===== config.mk =====
export PLATFORM = sky130hd
export DESIGN_NAME = pipo_pipe
export DESIGN_NICKNAME = d
export VERILOG_FILES = /design/src/rtl/pipo_pkg.sv /design/src/rtl/pipe_stage.sv /design/src/rtl/pipo_pipe.sv
export SDC_FILE = /design/constraint.sdc
export NUM_CORES = 1
export LEC_CHECK = 0
export CORE_UTILIZATION = 30
export CTS_BUF_LIST = sky130_fd_sc_hd__clkbuf_2 sky130_fd_sc_hd__clkbuf_4 sky130_fd_sc_hd__clkbuf_8
export CTS_CLUSTER_DIAMETER = 200
export DETAILED_ROUTE_END_ITERATION = 8
export SLEW_MARGIN = 5
export SYNTH_ARGS = -nofsm -noshare
export SYNTH_HDL_FRONTEND = slang
export SYNTH_SLANG_ARGS = --single-unit

===== constraint.sdc =====
create_clock -name clk -period 2.8 [get_ports clk]
set_input_delay 0.42 -clock clk [delete_from_list [all_inputs] [get_ports clk]]
set_output_delay 0.42 -clock clk [all_outputs]
set_load 0.005 [all_outputs]

===== src/rtl/pipo_pkg.sv =====
// Shared constants and helpers for the pipo_pipe register pipeline.
package pipo_pkg;

    localparam int DEF_DW    = 5;
    localparam int DEF_DEPTH = 4;

    // Number of bits needed to hold an occupancy count in the range 0..depth.
    function automatic int cnt_w(input int depth);
        return $clog2(depth + 1);
    endfunction

endpackage


===== src/rtl/pipe_stage.sv =====
// One pipeline stage: a signed data register plus its valid bit.
// i_clear empties the stage and zeroes the data. Otherwise, when i_advance
// is set the stage either takes the upstream word or becomes empty. When
// i_advance is clear the stage holds its contents.
module pipe_stage
    import pipo_pkg::*;
#(
    parameter int DW = DEF_DW
) (
    input  logic                 clk,
    input  logic                 rst,
    input  logic                 i_clear,
    input  logic                 i_advance,
    input  logic                 i_in_valid,
    input  logic signed [DW-1:0] i_in_data,
    output logic                 o_valid,
    output logic signed [DW-1:0] o_data,
    output logic                 o_valid_nxt
);

    logic                 valid_d;
    logic                 valid_q;
    logic signed [DW-1:0] data_d;
    logic signed [DW-1:0] data_q;

    // Next-state selection: clear wins, then advance (load or drain), else hold.
    always_comb begin
        valid_d = valid_q;
        data_d  = data_q;
        if (i_clear) begin
            valid_d = 1'b0;
            data_d  = {DW{1'b0}};
        end else if (i_advance) begin
            if (i_in_valid) begin
                valid_d = 1'b1;
                data_d  = i_in_data;
            end else begin
                // Data is left in place so o_data shows the last word held.
                valid_d = 1'b0;
            end
        end else begin
            valid_d = valid_q;
            data_d  = data_q;
        end
    end

    // Stage registers with synchronous active-low reset.
    always_ff @(posedge clk) begin
        if (!rst) begin
            valid_q <= 1'b0;
            data_q  <= {DW{1'b0}};
        end else begin
            valid_q <= valid_d;
            data_q  <= data_d;
        end
    end

    assign o_valid     = valid_q;
    assign o_data      = data_q;
    assign o_valid_nxt = valid_d;

endmodule


===== src/rtl/pipo_pipe.sv =====
// Parallel-in/parallel-out valid/ready pipeline of DEPTH stages.
// The ready chain is combinational, so a full pipeline still runs at one
// word per cycle when downstream accepts. Bubbles collapse because any
// stage with an empty stage below it may move forward while the output
// is stalled.
module pipo_pipe
    import pipo_pkg::*;
#(
    parameter int DW    = DEF_DW,
    parameter int DEPTH = DEF_DEPTH
) (
    input  logic                         clk,
    input  logic                         rst,
    input  logic                         i_flush,
    input  logic                         i_valid,
    output logic                         o_ready,
    input  logic signed [DW-1:0]         i_data,
    output logic                         o_valid,
    input  logic                         i_ready,
    output logic signed [DW-1:0]         o_data,
    output logic [cnt_w(DEPTH)-1:0]      o_count
);

    localparam int CW = cnt_w(DEPTH);

    logic [DEPTH-1:0]     valid_s;
    logic [DEPTH-1:0]     valid_nxt_s;
    logic [DEPTH-1:0]     adv_s;
    logic [DEPTH-1:0]     in_valid_s;
    logic signed [DW-1:0] data_s    [DEPTH];
    logic signed [DW-1:0] in_data_s [DEPTH];
    logic                 adv_acc_s;
    logic [CW-1:0]        count_d;
    logic [CW-1:0]        count_q;

    // A stage can advance when it, or any stage after it, is empty, or when
    // downstream is ready. Walk from the output back toward the input.
    always_comb begin
        adv_acc_s = i_ready;
        adv_s     = {DEPTH{1'b0}};
        for (int k = DEPTH - 1; k >= 0; k--) begin
            adv_acc_s = adv_acc_s | ~valid_s[k];
            adv_s[k]  = adv_acc_s;
        end
    end

    // Each stage is fed from the stage before it; stage 0 from the input port.
    always_comb begin
        in_valid_s[0] = i_valid;
        in_data_s[0]  = i_data;
        for (int k = 1; k < DEPTH; k++) begin
            in_valid_s[k] = valid_s[k-1];
            in_data_s[k]  = data_s[k-1];
        end
    end

    for (genvar g = 0; g < DEPTH; g++) begin : g_stage
        pipe_stage #(
            .DW (DW)
        ) u_stage (
            .clk         (clk),
            .rst         (rst),
            .i_clear     (i_flush),
            .i_advance   (adv_s[g]),
            .i_in_valid  (in_valid_s[g]),
            .i_in_data   (in_data_s[g]),
            .o_valid     (valid_s[g]),
            .o_data      (data_s[g]),
            .o_valid_nxt (valid_nxt_s[g])
        );
    end

    // Occupancy after the coming edge: population count of next valid bits.
    always_comb begin
        count_d = {CW{1'b0}};
        for (int k = 0; k < DEPTH; k++) begin
            count_d = count_d + CW'(valid_nxt_s[k]);
        end
    end

    // Registered occupancy count.
    always_ff @(posedge clk) begin
        if (!rst) begin
            count_q <= {CW{1'b0}};
        end else begin
            count_q <= count_d;
        end
    end

    assign o_ready = adv_s[0];
    assign o_valid = valid_s[DEPTH-1];
    assign o_data  = data_s[DEPTH-1];
    assign o_count = count_q;

endmodule


==> summary.md <==
| Metric | Value |
|---|---|
| Outcome | `finished, final reports clean` |
| CTS tree | `built` |
| Post-synthesis cell type count | `29` |
| Syn avg cell area | `9.42 sq um` |
| PostCTS Resize Cnt | `0` |
| Top Layer Used | `met4` |
| Area of the core | `4060 sq um` |
| Placed cells | `194` |
| CP max stage delay | `540 ps` |
| Post-synth top cells | `dfxtp_1 (27), nand2_1 (16), mux2i_1 (10), nand3_1 (10), a21oi_1 (8)` |
| Drt drc | `0` |
| Min-delay worst type | `reg -> reg` |
| Vias per cell | `5.10` |
| Dominant cell type by area after synthesis | `dfxtp_1` |
| Setup violations, final | `0` |
| Max VDD drop | `324 uV` |
| Core Util, Final | `37.0%` |
| Gpl congestion | `0.725` |
| Via count | `1010` |
| RSZ-0062 raised after global routing | `no` |
| Antenna Cells | `0` |
| Die width | `67.4 um` |
| Routed WL | `2.59 mm` |
| Detail Route met2 WL | `1.23 mm` |
| Synthesized instance count | `136` |
| DRT iter0 DRCs | `63` |
| Post-synthesis sequential area ratio | `42.2%` |
| DRT Pass-1 Iters | `4` |
| Clk root buf | `clkbuf_8` |
| Grt ovf | `0` |
| Max Root-Sink Buffers | `2` |
| Critical Path Sink Type | `register` |
| Final #Nets | `162` |
| Top delay family on crit path | `adder cells` |
| Post-Synthesis Cell Area | `1280 sq um` |
| Hold WS | `465 ps` |
| Final Max Tran Viols | `0` |
| Slew headroom | `70.5%` |
| Largest cells by area after synthesis | `dfxtp_1 (42%), mux2i_1 (7.8%), nand2_1 (4.7%)` |
| Fillers | `407` |
| Async SR Flop Fraction | `0%` |
| Max-cap violation count | `0` |
| Finished Cell Area | `1500 sq um` |
| Critical path class | `in -> reg` |
| Setup Buffers After CTS | `0` |
| IO buf count | `19` |
| Worst skew pair latency | `280 ps` |
| Net Count, Synth | `149` |
| DIE AREA | `4540 sq um` |
| WL met3 | `137 um` |
| Die height | `67.4 um` |
| Crit-path slowest cell | `fa_1` |
| Startpoint types | `input port` |
| Metal1 wirelength | `1.20 mm` |
| Remaining antenna violation count | `0` |
| Clk pin slew, worst setup/hold paths | `100 ps` |
| Yosys top cell area share | `42.2%` |
| Rows | `23` |
| Cts hold-fix bufs | `0` |
| IO Count | `20` |
| First-pass GRT wire length | `4.56 mm` |
| WP buf/inv | `2` |
| Most common cell in the synthesized netlist | `dfxtp_1` |
| Fin worst setup slack | `274 ps` |
| Area post-placement | `1450 sq um` |
| Top_reg_cell synth | `dfxtp_1` |
| FF+latch count, synth | `27` |
| Yosys warnings | `0` |
| Achievable frequency | `396 MHz` |
| GR Util All Layers | `13.4%` |
| Critical path's most frequent cell | `ha_1` |
| CP cell instances | `clkdlybuf4s50_1, and4b_1, a21oi_1, or2_1, fa_1, inv_1, ha_1, ha_1, and2_1` |
| Pin count of the biggest net entering global routing | `31` |
| Non-filler instance count after layout | `198` |
| Critical path required time | `2980 ps` |
| H-tree depth reported by CTS | `1` |
| Starting Density | `31.6%` |
| Pre-CTS setup slack | `-27.8 ps` |
| Critical path arrival | `2710 ps` |
| CTS Sinks | `27` |
| Max FO, Critical Path | `3` |
| Register area | `541 sq um` |
| Area of the multi-input gates | `616 sq um` |
| WL/cell | `13.1 um` |
| Tcrit/Tclk final | `90.2%` |
| CTS Buf Count | `3` |
| Worst clock skew | `2.99 ps` |
| Number of synthesized flops with an enable pin | `0` |
| Reg2Reg Setup Slack | `380 ps` |
| Post-route minimum period | `2530 ps` |
| PD cells | `453 nW/um^2` |
| HPWL Detailed | `1.90 mm` |
| Hold Vio Cnt, Final | `0` |
| Via count of the first global-routing pass | `1038` |
| Leak | `0.498 nW` |
| Initial antenna violation count | `0` |
| Share of cells above drive strength 1 | `8.78%` |
| Actual slew at the worst max-slew pin | `441 ps` |
| Syn-to-layout area delta | `17.3%` |
final timing paths:
check	from	endpoint	depth (start not counted)
setup reg to reg	g_stage[2].u_stage.o_valid	o_count[1]	8
hold / removal	g_stage[2].u_stage.o_data[2]	g_stage[2].u_stage.o_data[2]	2
hold reg to reg	g_stage[2].u_stage.o_data[2]	g_stage[2].u_stage.o_data[2]	2
setup / recovery	i_ready	o_count[1]	9
flip-flops by register name, indices dropped and copies added (netlist names):
signal,count
g_stage.u_stage.o_valid,4
o_count,3
g_stage.u_stage.o_data,20
per-stage QoR:
stage	power (mW)	TNS [ps]
detailed placement	0.461	-27.8
CTS	0.690	0
global route	0.712	0
floorplan	0.435	0
global placement	0.459	0
finish	0.681	0
per-layer routing:
| metal | vias to the layer above | GRT usage (%) |
|---|---|---|
| met5 | - | 0 |
| met2 | 33 | 22.4 |
| met3 | 4 | 4.39 |
| met4 | 0 | 3.99 |
| met1 | 474 | 16.1 |
| li1 | 499 | - |
where the power goes:
| part | internal [mW] | switching, mW | total (mW) |
|---|---|---|---|
| sequential | 0.390 | 0.00572 | 0.396 |
| clock | 0.101 | 0.127 | 0.228 |
| combinational | 0.0287 | 0.0280 | 0.0567 |
| total | 0.520 | 0.161 | 0.681 |
logic make-up after synthesis:
group / after synthesis / synth area share, %
AO/OA/AOI/OAI: 25 / 12.9
adder cells (fa/ha/maj): 3 / 3.52
buffers and inverters: 19 / 9.76
flip-flops: 27 / 42.2
multiplexers: 10 / 7.81
AND/OR/NAND/NOR: 52 / 23.8
layout by cell type, fill, tap and decap left out, types with 5 or more instances in the layout:
master,netlist,layout
nor2_1,5,5
nand3_1,10,10
nand2_1,16,16
dfxtp_1,27,27
clkdlybuf4s50_1,0,19
a21oi_1,8,8
o211ai_1,5,5
o21ai_0,5,5
a41oi_1,5,5
mux2i_1,10,10
nand4_1,5,5
worst register-to-register path: cells and delay by family (launching register included):
kind | cells | cell delay, ps
adders and majority gates | 3 | 970
and+or+nand+nor | 3 | 700
DFF | 1 | 500
AOI/OAI and AO/OA | 1 | 100
buffers and inverters | 1 | 50
area by class of cell:
type | count | share of cell area [%]
inverter | 4 | 0.999
tap | 50 | 4.16
clock inverter | 1 | 0.500
sequential | 27 | 36.0
multi-input combinational | 90 | 41.0
clock buffer | 3 | 2.75
timing repair buffer | 23 | 14.7
(Power assumes the default switching activity.)
